--- src/rtl/demux8_pkg.sv ---
// demux8_pkg: shared select-code definitions for the demux8 block.
//   sel_t      2-bit select code type
//   SEL_*      select code values (00 idle, 01 Q1, 10 Q2, 11 Q3)
//   NUM_PORTS  number of output ports
package demux8_pkg;

  typedef logic [1:0] sel_t;

  localparam sel_t SEL_IDLE = 2'b00;
  localparam sel_t SEL_Q1   = 2'b01;
  localparam sel_t SEL_Q2   = 2'b10;
  localparam sel_t SEL_Q3   = 2'b11;

  localparam int NUM_PORTS = 3;

endpackage

--- src/rtl/demux8_sel_decode.sv ---
// demux8_sel_decode: combinational select -> one-hot port enable.
//   s   in   sel_t           select code
//   en  out  [NUM_PORTS-1:0] one-hot enable, bit 0 = Q1 .. bit 2 = Q3
// Idle code and any unknown select produce 3'b000 (the exact-match case
// items never match X/Z bits, so such codes fall into the default).
module demux8_sel_decode
  import demux8_pkg::*;
(
  input  sel_t                 s,
  output logic [NUM_PORTS-1:0] en
);

  always_comb begin
    en = '0;
    case (s)
      SEL_IDLE: en = 3'b000;
      SEL_Q1:   en = 3'b001;
      SEL_Q2:   en = 3'b010;
      SEL_Q3:   en = 3'b100;
      default:  en = 3'b000;
    endcase
  end

endmodule

--- src/rtl/demux8_3to1.sv ---
// demux8_3to1: registered 1-to-3 demultiplexer.
//   CLK    in   1      rising-edge clock
//   RST_N  in   1      asynchronous active-low reset, clears all outputs
//   I      in   WIDTH  data input
//   S      in   2      select: 00 idle, 01 -> Q1, 10 -> Q2, 11 -> Q3
//   Q1..Q3 out  WIDTH  registered output ports (one cycle latency)
// Build option DEMUX8_HOLD_EN: when defined, unselected ports keep their last
// value instead of clearing to zero; reset still clears everything.
module demux8_3to1
  import demux8_pkg::*;
#(
  parameter int WIDTH = 8
) (
  input  logic             CLK,
  input  logic             RST_N,
  input  logic [WIDTH-1:0] I,
  input  sel_t             S,
  output logic [WIDTH-1:0] Q1,
  output logic [WIDTH-1:0] Q2,
  output logic [WIDTH-1:0] Q3
);

  logic [NUM_PORTS-1:0]            en;
  logic [NUM_PORTS-1:0][WIDTH-1:0] q_r;

  demux8_sel_decode u_dec (
    .s  (S),
    .en (en)
  );

  for (genvar p = 0; p < NUM_PORTS; p++) begin : g_port
    always_ff @(posedge CLK or negedge RST_N) begin
      if (!RST_N) begin
        q_r[p] <= '0;
      end else begin
`ifdef DEMUX8_HOLD_EN
        if (en[p]) q_r[p] <= I;
`else
        q_r[p] <= en[p] ? I : '0;
`endif
      end
    end
  end

  assign Q1 = q_r[0];
  assign Q2 = q_r[1];
  assign Q3 = q_r[2];

endmodule

--- config.mk ---
export PLATFORM = sky130hd
export DESIGN_NAME = demux8_3to1
export DESIGN_NICKNAME = d
export VERILOG_FILES = /design/src/rtl/demux8_pkg.sv /design/src/rtl/demux8_sel_decode.sv /design/src/rtl/demux8_3to1.sv
export SDC_FILE = /design/constraint.sdc
export NUM_CORES = 1
export LEC_CHECK = 0
export ABC_AREA = 1
export ABC_CLOCK_PERIOD_IN_PS = 800
export CAP_MARGIN = 20
export CORE_UTILIZATION = 25
export DETAILED_ROUTE_END_ITERATION = 10
export GPL_ROUTABILITY_DRIVEN = 1
export GPL_TIMING_DRIVEN = 1
export HOLD_SLACK_MARGIN = 0.06
export SLEW_MARGIN = 10
export SYNTH_ARGS = -nofsm -noshare
export SYNTH_HDL_FRONTEND = slang
export SYNTH_SLANG_ARGS = --single-unit
--- constraint.sdc ---
create_clock -name CLK -period 0.8 [get_ports CLK]
set_input_delay 0.08 -clock CLK [delete_from_list [all_inputs] [get_ports CLK]]
set_output_delay 0.08 -clock CLK [all_outputs]
set_load 0.1 [all_outputs]
; Word-level counts from Yosys, hierarchy flattened
; Index checks and enable logic that the tools add are counted.
[op_classes]
n_eq_ne = 3
n_mux = 4
reduce_logical = 1
[op_table]
columns = cell, n
row1 = 2-to-1 mux 8 bit, 3
row2 = case mux 3 bit (4 select lines), 1
row3 = "== test 2 bit, second input constant", 2
row4 = "== test 2 x 1 -> 1 bit, second input constant", 1
row5 = zero test 2 bit, 1
[word_totals]
elab_cells = 11
input_bits = 12
register_bits = 24

; Longest topological paths before layout
; Gate-level depths: netlist of the first run.
[logic_depth]
depth_word = 3
depth_mapped = 3
depth_no_buf = 3

; Hierarchy
; Synthesis of the first run repeated with hierarchy kept, for this count alone.
[unflattened]
hier_cells = 81
area_unflattened_um2 = 818.3
[modules_own_cells]
columns = mod, n_inst, area_each_um2, seq_area_each_um2, cells_per_inst
row1 = demux8_3to1, 1, 795.8, 600.6, 75
row2 = demux8_sel_decode, 1, 22.5, 0.0, 6

; Least setup slack after synthesis of the first run
; OpenSTA, ideal clock, no wires.
[synth_timing]
path_type = reg2out
from = reg q_r, in the netlist Q1[0]
to = out Q1[0]
path_stages_with_launch = 1
setup_slack_ps = -163
n_path_buf = 0
required_time_ps = 720
arrival_ps = 883
cell_sequence = dfrtp_1
[synth_lines]
columns = element, line_no
row1 = from (decl), demux8_3to1.sv:24  ; logic [NUM_PORTS-1:0][WIDTH-1:0] q_r;
row2 = "from (signal, indexed assignment)", demux8_3to1.sv:39  ; q_r[p] <= en[p] ? I : '0;
row3 = to (decl), demux8_3to1.sv:18  ; output logic [WIDTH-1:0] Q1,
; No word-level cell between the ends.

; Worst setup path after layout of the first run
[layout_timing]
from = reg q_r, in the netlist Q2[4]
to = out Q2[4]
[layout_lines]
columns = element, line_no
row1 = to (decl), demux8_3to1.sv:19  ; output logic [WIDTH-1:0] Q2,
; No word-level cell between the ends.

==> results of run 1 <==
## worst paths after layout
check	endpoint	slack, ns
max	Q2[4]	-0.20
min	Q3[2]	0.11
max in group asynchronous	Q1[1]	0.53
min in group CLK	Q1[7]	0.31
## timing repair
item | in CTS | in global routing
gates resized for setup | 0 | 2
hold buffers | 0 | 0
endpoints found under the setup margin | 24 | 28
## through the flow
step | hold slack [ns] | utilization (%) | power, mW | std cells
after floorplan | -0.2156 | - | 1.699 | 61
after global placement | 0.4463 | 51.55 | 2.037 | 130
after detailed placement | 0.4587 | 51.55 | 2.044 | 130
after CTS | 0.1139 | 52.86 | 2.665 | 134
after global routing | 0.1044 | 53.04 | 2.748 | 134
final | 0.1143 | 53.04 | 2.636 | 134
## per-layer routing
metal	GRT usage, %	vias up	part of all wire, %
li1	-	257	-
met1	13.08	259	42
met2	17.18	22	50
met3	2.765	0	7.1
met4	5.226	0	0
met5	0	-	0
## sequential cells by signal, summed over array words and instances, names as in the netlist
name  cells
Q1        8
Q2        8
Q3        8
## cells by family after synthesis
kind of cell	count (synthesis)	share of synthesized area (%)
and+or+nand+nor	27	13.71
DFF	24	81.22
buffers and inverters	10	5.077
## placed cells by master, fill, tap and decap left out
master | synthesis | routed
clkbuf_8 | 0 | 1
inv_1 | 10 | 10
clkbuf_4 | 0 | 3
buf_4 | 0 | 2
buf_12 | 0 | 25
nand2_1 | 3 | 1
dfrtp_2 | 0 | 24
nor2_1 | 24 | 24
nand2_2 | 0 | 2
clkdlybuf4s50_1 | 0 | 11
## where the power goes
group / internal (mW) / leakage (nW) / switching [mW] / total (mW)
Combinational: 0.258 / 0.375 / 0.450 / 0.708
Sequential: 1.27 / 0.287 / 0.0406 / 1.31
Clock: 0.278 / 0.0210 / 0.343 / 0.620
Total: 1.80 / 0.683 / 0.833 / 2.64
## area by class of cell
| cell class | instances | area (um2) | share of cell area, % |
|---|---|---|---|
| Clock buffer | 4 | 36.28 | 2.460 |
| Inverter | 10 | 37.54 | 2.545 |
| Multi-Input combinational cell | 27 | 106.4 | 7.210 |
| Sequential cell | 24 | 630.6 | 42.75 |
| Tap cell | 31 | 38.79 | 2.629 |
| Timing Repair Buffer | 38 | 625.6 | 42.41 |
==> flow_summary.toml, run 1 <==
[status]
status = "complete, but fails checks"
violations = "negative setup slack"

[die]
die_area_mm2 = 0.003179
rows = 19
fp.dieH_um = 56.39
boundaryPins = 36
die_x_um = 56.39
start_util_pct = 26.59
core_mm2 = 0.002781

[sta]
layout_setup_ws_ns = -0.2029
setup_tns_ns = -4.554
grt_setup_unrepaired = "true"
max_freq_mhz = 997.1
min_period_over_period_pct = 125.4
max_slew_margin_pct = 87.76
drv_slew = 0
min_period_ns = 1.003
setup_viol = 24
worstMarginPinSlew_ns = 0.1830
finalHoldViolations = 0

[critical_path]
end_kind = "primary output"
cp_max_fo = 1
path_class = "reg2out"
start_kind = "flip-flop"
crit_start = "Q2[4]"
crit_buf_inv = 1
cp.arrival_ns = 0.92
path_depth = 1
worstPathRequired_ns = 0.72
critPathMaxStageDelay_ns = 0.45
crit_family = "flip-flops"
cp_cell_sequence = "buf_12"
crit_slowest_cell = "dfrtp_2"

[synth]
synth_common_cells = "dfrtp_1, nor2_1, inv_1, nand2_1"
yosysUniqueCellTypes = 4
syn-num-nets = 73
yosysTopAreaCell = "dfrtp_1"
async_reset_ff_share_pct = 100.0
synth-seq-cells = 24
yosysWarnings = 0
synth_edf_count = 0
synthCells = 61
synth_top_cell_area_share_pct = 81.22
synth.cell_area_um2 = 739.5
ys_seq_area_share_pct = 81.22
ys_top_cells_by_area = "dfrtp_1, nor2_1, inv_1, nand2_1"
avgSynthCellArea_um2 = 12.12
synth_ff_type = "dfrtp_1"

[clocking]
cts_made_buffers = 3
clockBufferDepth = 2
cts_root_buf = "clkbuf_4"
post_cts_buffers = 0
htreeDepth = 1
path_clk_slew_ns = 0.12
cts.sink_count = 24
cts_tree = "done"

[cells_and_area]
nets = 116
n_fill_cell = 253
drive_gt1_share_pct = 55.34
area_growth_pct = 99.49
design_area_mm2 = 0.001475
n_antenna_cell = 0

[placement]
dpl_cell_area_mm2 = 0.001434
gp_congestion = 0.6552
portBuffers = 35
pre_cts_ws_ns = -0.2881
hpwlAfterDp_um = 1142

[drt]
wl_per_cell_um = 11.32
avgViaCountPerCell = 4.015
ant_nets = 0
drt-total-wl_um = 1517
drc = 0
via_count = 538
initialDrtViolationCount = 7
first_pass_iters = 4

[power]
ir_worst_vdd_mv = 0.9615
leakagePower_nw = 0.6830
powerDensity_mw_per_mm2 = 1787

[grt]
overflow = 0
grt_max_degree = 25
grt_pass1_vias = 544
grtUsageTotal_pct = 10.59
grt_pass1_wl_um = 2477
antenna_found_initial = 0

[hold_path]
hp-class = "in2async"

[run]
cap_violations = 0
Note: power is estimated with default switching activity, not from simulation.
==> inputs of run 2 (changes only) <==
ABC_CLOCK_PERIOD_IN_PS = 1300   (was 800)
CTS_BUF_LIST = sky130_fd_sc_hd__clkbuf_8   (was not set)
clock period = 1.3 ns   (was 0.8 ns; I/O delays follow)
==> run 2 against run 1 <==
  * Cell area is 3.9% lower
  * The flow now finishes without violations
  * Utilization is 2.1 points lower
  * Clock power is 33% lower
  * Combinational power is 40% lower
  * First-iteration DRC count is 71% lower
  * Sequential power is 39% lower
  * Worst hold slack better by 0.12 ns
  * Global-route usage is 0.23 points higher
==> flow_summary.toml, run 2 (synthesis results as in run 1) <==
[status]
status = "finished clean"

[cells_and_area]
drive_gt1_share_pct = 28.00
area_growth_pct = 91.71
multiInputGateArea_um2 = 101.3
nets = 114
n_antenna_cell = 0
layout_common_cells = "dfrtp_1, nor2_1, buf_12, clkdlybuf4s50_1, inv_1"
n_fill_cell = 263
regArea_um2 = 600.6

[critical_path]
end_kind = "primary output"
crit_family = "flip-flops"
start_kind = "flip-flop"
critPathMaxStageDelay_ns = 0.41
crit_buf_inv = 1
cp_max_fo = 1
cp.arrival_ns = 0.85
cp_cell_sequence = "buf_12"
path_class = "reg2out"
crit_slowest_cell = "dfrtp_1"
worstPathRequired_ns = 1.17

[power]
seqPwrFrac_pct = 48.7
ir_worst_vdd_mv = 0.6985
comb_power_share_pct = 25.8
powerDensity_mw_per_mm2 = 1157
power.switching_mw = 0.5103
cellInternalPower_mw = 1.130
leakagePower_nw = 0.7055
swShare_pct = 31.10
pwr-share-clk_pct = 25.5
finalPower_mw = 1.641

[placement]
portBuffers = 35
gp_congestion = 0.6219
hpwlAfterDp_um = 1064

[sta]
grt_setup_unrepaired = "false"
setup_viol = 0
finalHoldViolations = 0
max_slew_margin_pct = 77.83
min_period_over_period_pct = 75.30
setup_tns_ns = 0
worstMarginPinSlew_ns = 0.3317
max_freq_mhz = 1021
drv_slew = 0
min_period_ns = 0.9790

[clocking]
cts_resized = 0
clockBufferDepth = 2
cts.sink_count = 24
cts_hold_buf = 0
post_cts_buffers = 0
path_clk_slew_ns = 0.08
htreeDepth = 1
cts_made_buffers = 3
cts_tree = "done"
cts_root_buf = "clkbuf_8"

[drt]
ant_nets = 0
wl_per_cell_um = 11.31
drc = 0
via_count = 529
first_pass_iters = 4
initialDrtViolationCount = 2
avgViaCountPerCell = 4.038
drt-total-wl_um = 1481

[die]
die_x_um = 56.39
core_mm2 = 0.002781
boundaryPins = 36
start_util_pct = 26.59
rows = 19
fp.dieH_um = 56.39
die_area_mm2 = 0.003179

[grt]
antenna_found_initial = 0
overflow = 0
grt_max_degree = 25
grt_pass1_vias = 545
grt_pass1_wl_um = 2497
grtUsageTotal_pct = 10.82

[hold_path]
hp-class = "in2async"

[run]
cap_violations = 0
==> run 2: cell types whose count changed in the layout (fill, tap and decap cells not counted), sizes merged <==
cell | before | now
buf | 27 | 25
clkbuf | 4 | 3
==> run 2: layout make-up <==
cell class	count	share of cell area [%]
Sequential cell	24	42.37
Timing Repair Buffer	36	42.19
Multi-Input combinational cell	27	7.149
Clock buffer	3	2.913
Tap cell	31	2.736
Inverter	10	2.648
==> run 2: power groups by stage <==
stage               Sequential, mW  Clock (mW)  Combinational, mW
floorplan                     1.01           0             0.0294
global placement             0.814           0              0.424
detailed placement           0.815           0              0.428
CTS                          0.800       0.435              0.428
global route                 0.802       0.463              0.441
finish                       0.799       0.418              0.423
==> run 2: per-layer routing <==
layer	up-vias	wire (um)	share of wire, %	global-route usage [%]
li1	251	-	-	-
met1	252	593	40	12.87
met2	22	775	52	17.52
met3	4	82	5.5	2.995
met4	0	29	2.0	6.272
met5	-	0	0	0
==> run 2: stage by stage <==
step | instance area [um2] | worst slack [ns] | cells | utilization, % | hold slack [ns]
global route | 1418 | 0.2887 | 131 | 50.97 | 0.2642
global placement | 1376 | 0.1594 | 128 | 49.48 | 0.5035
finish | 1418 | 0.3210 | 131 | 50.97 | 0.2309
CTS | 1418 | 0.3034 | 131 | 50.97 | 0.2354
floorplan | 739.5 | 0.2867 | 61 | - | -0.1656
detailed placement | 1376 | 0.1302 | 128 | 49.48 | 0.5108
==> run 2: worst max-delay path by stage <==
stage,start,endpoint,cells after the start
5_1_grt,Q2[5],Q2[5],1
2_1_floorplan,Q1[0],Q1[0],0
3_5_place_dp,S[1],Q1[5],4
3_3_place_gp,S[1],Q1[6],4
6_report,Q2[5],Q2[5],1
4_1_cts,Q2[5],Q2[5],1
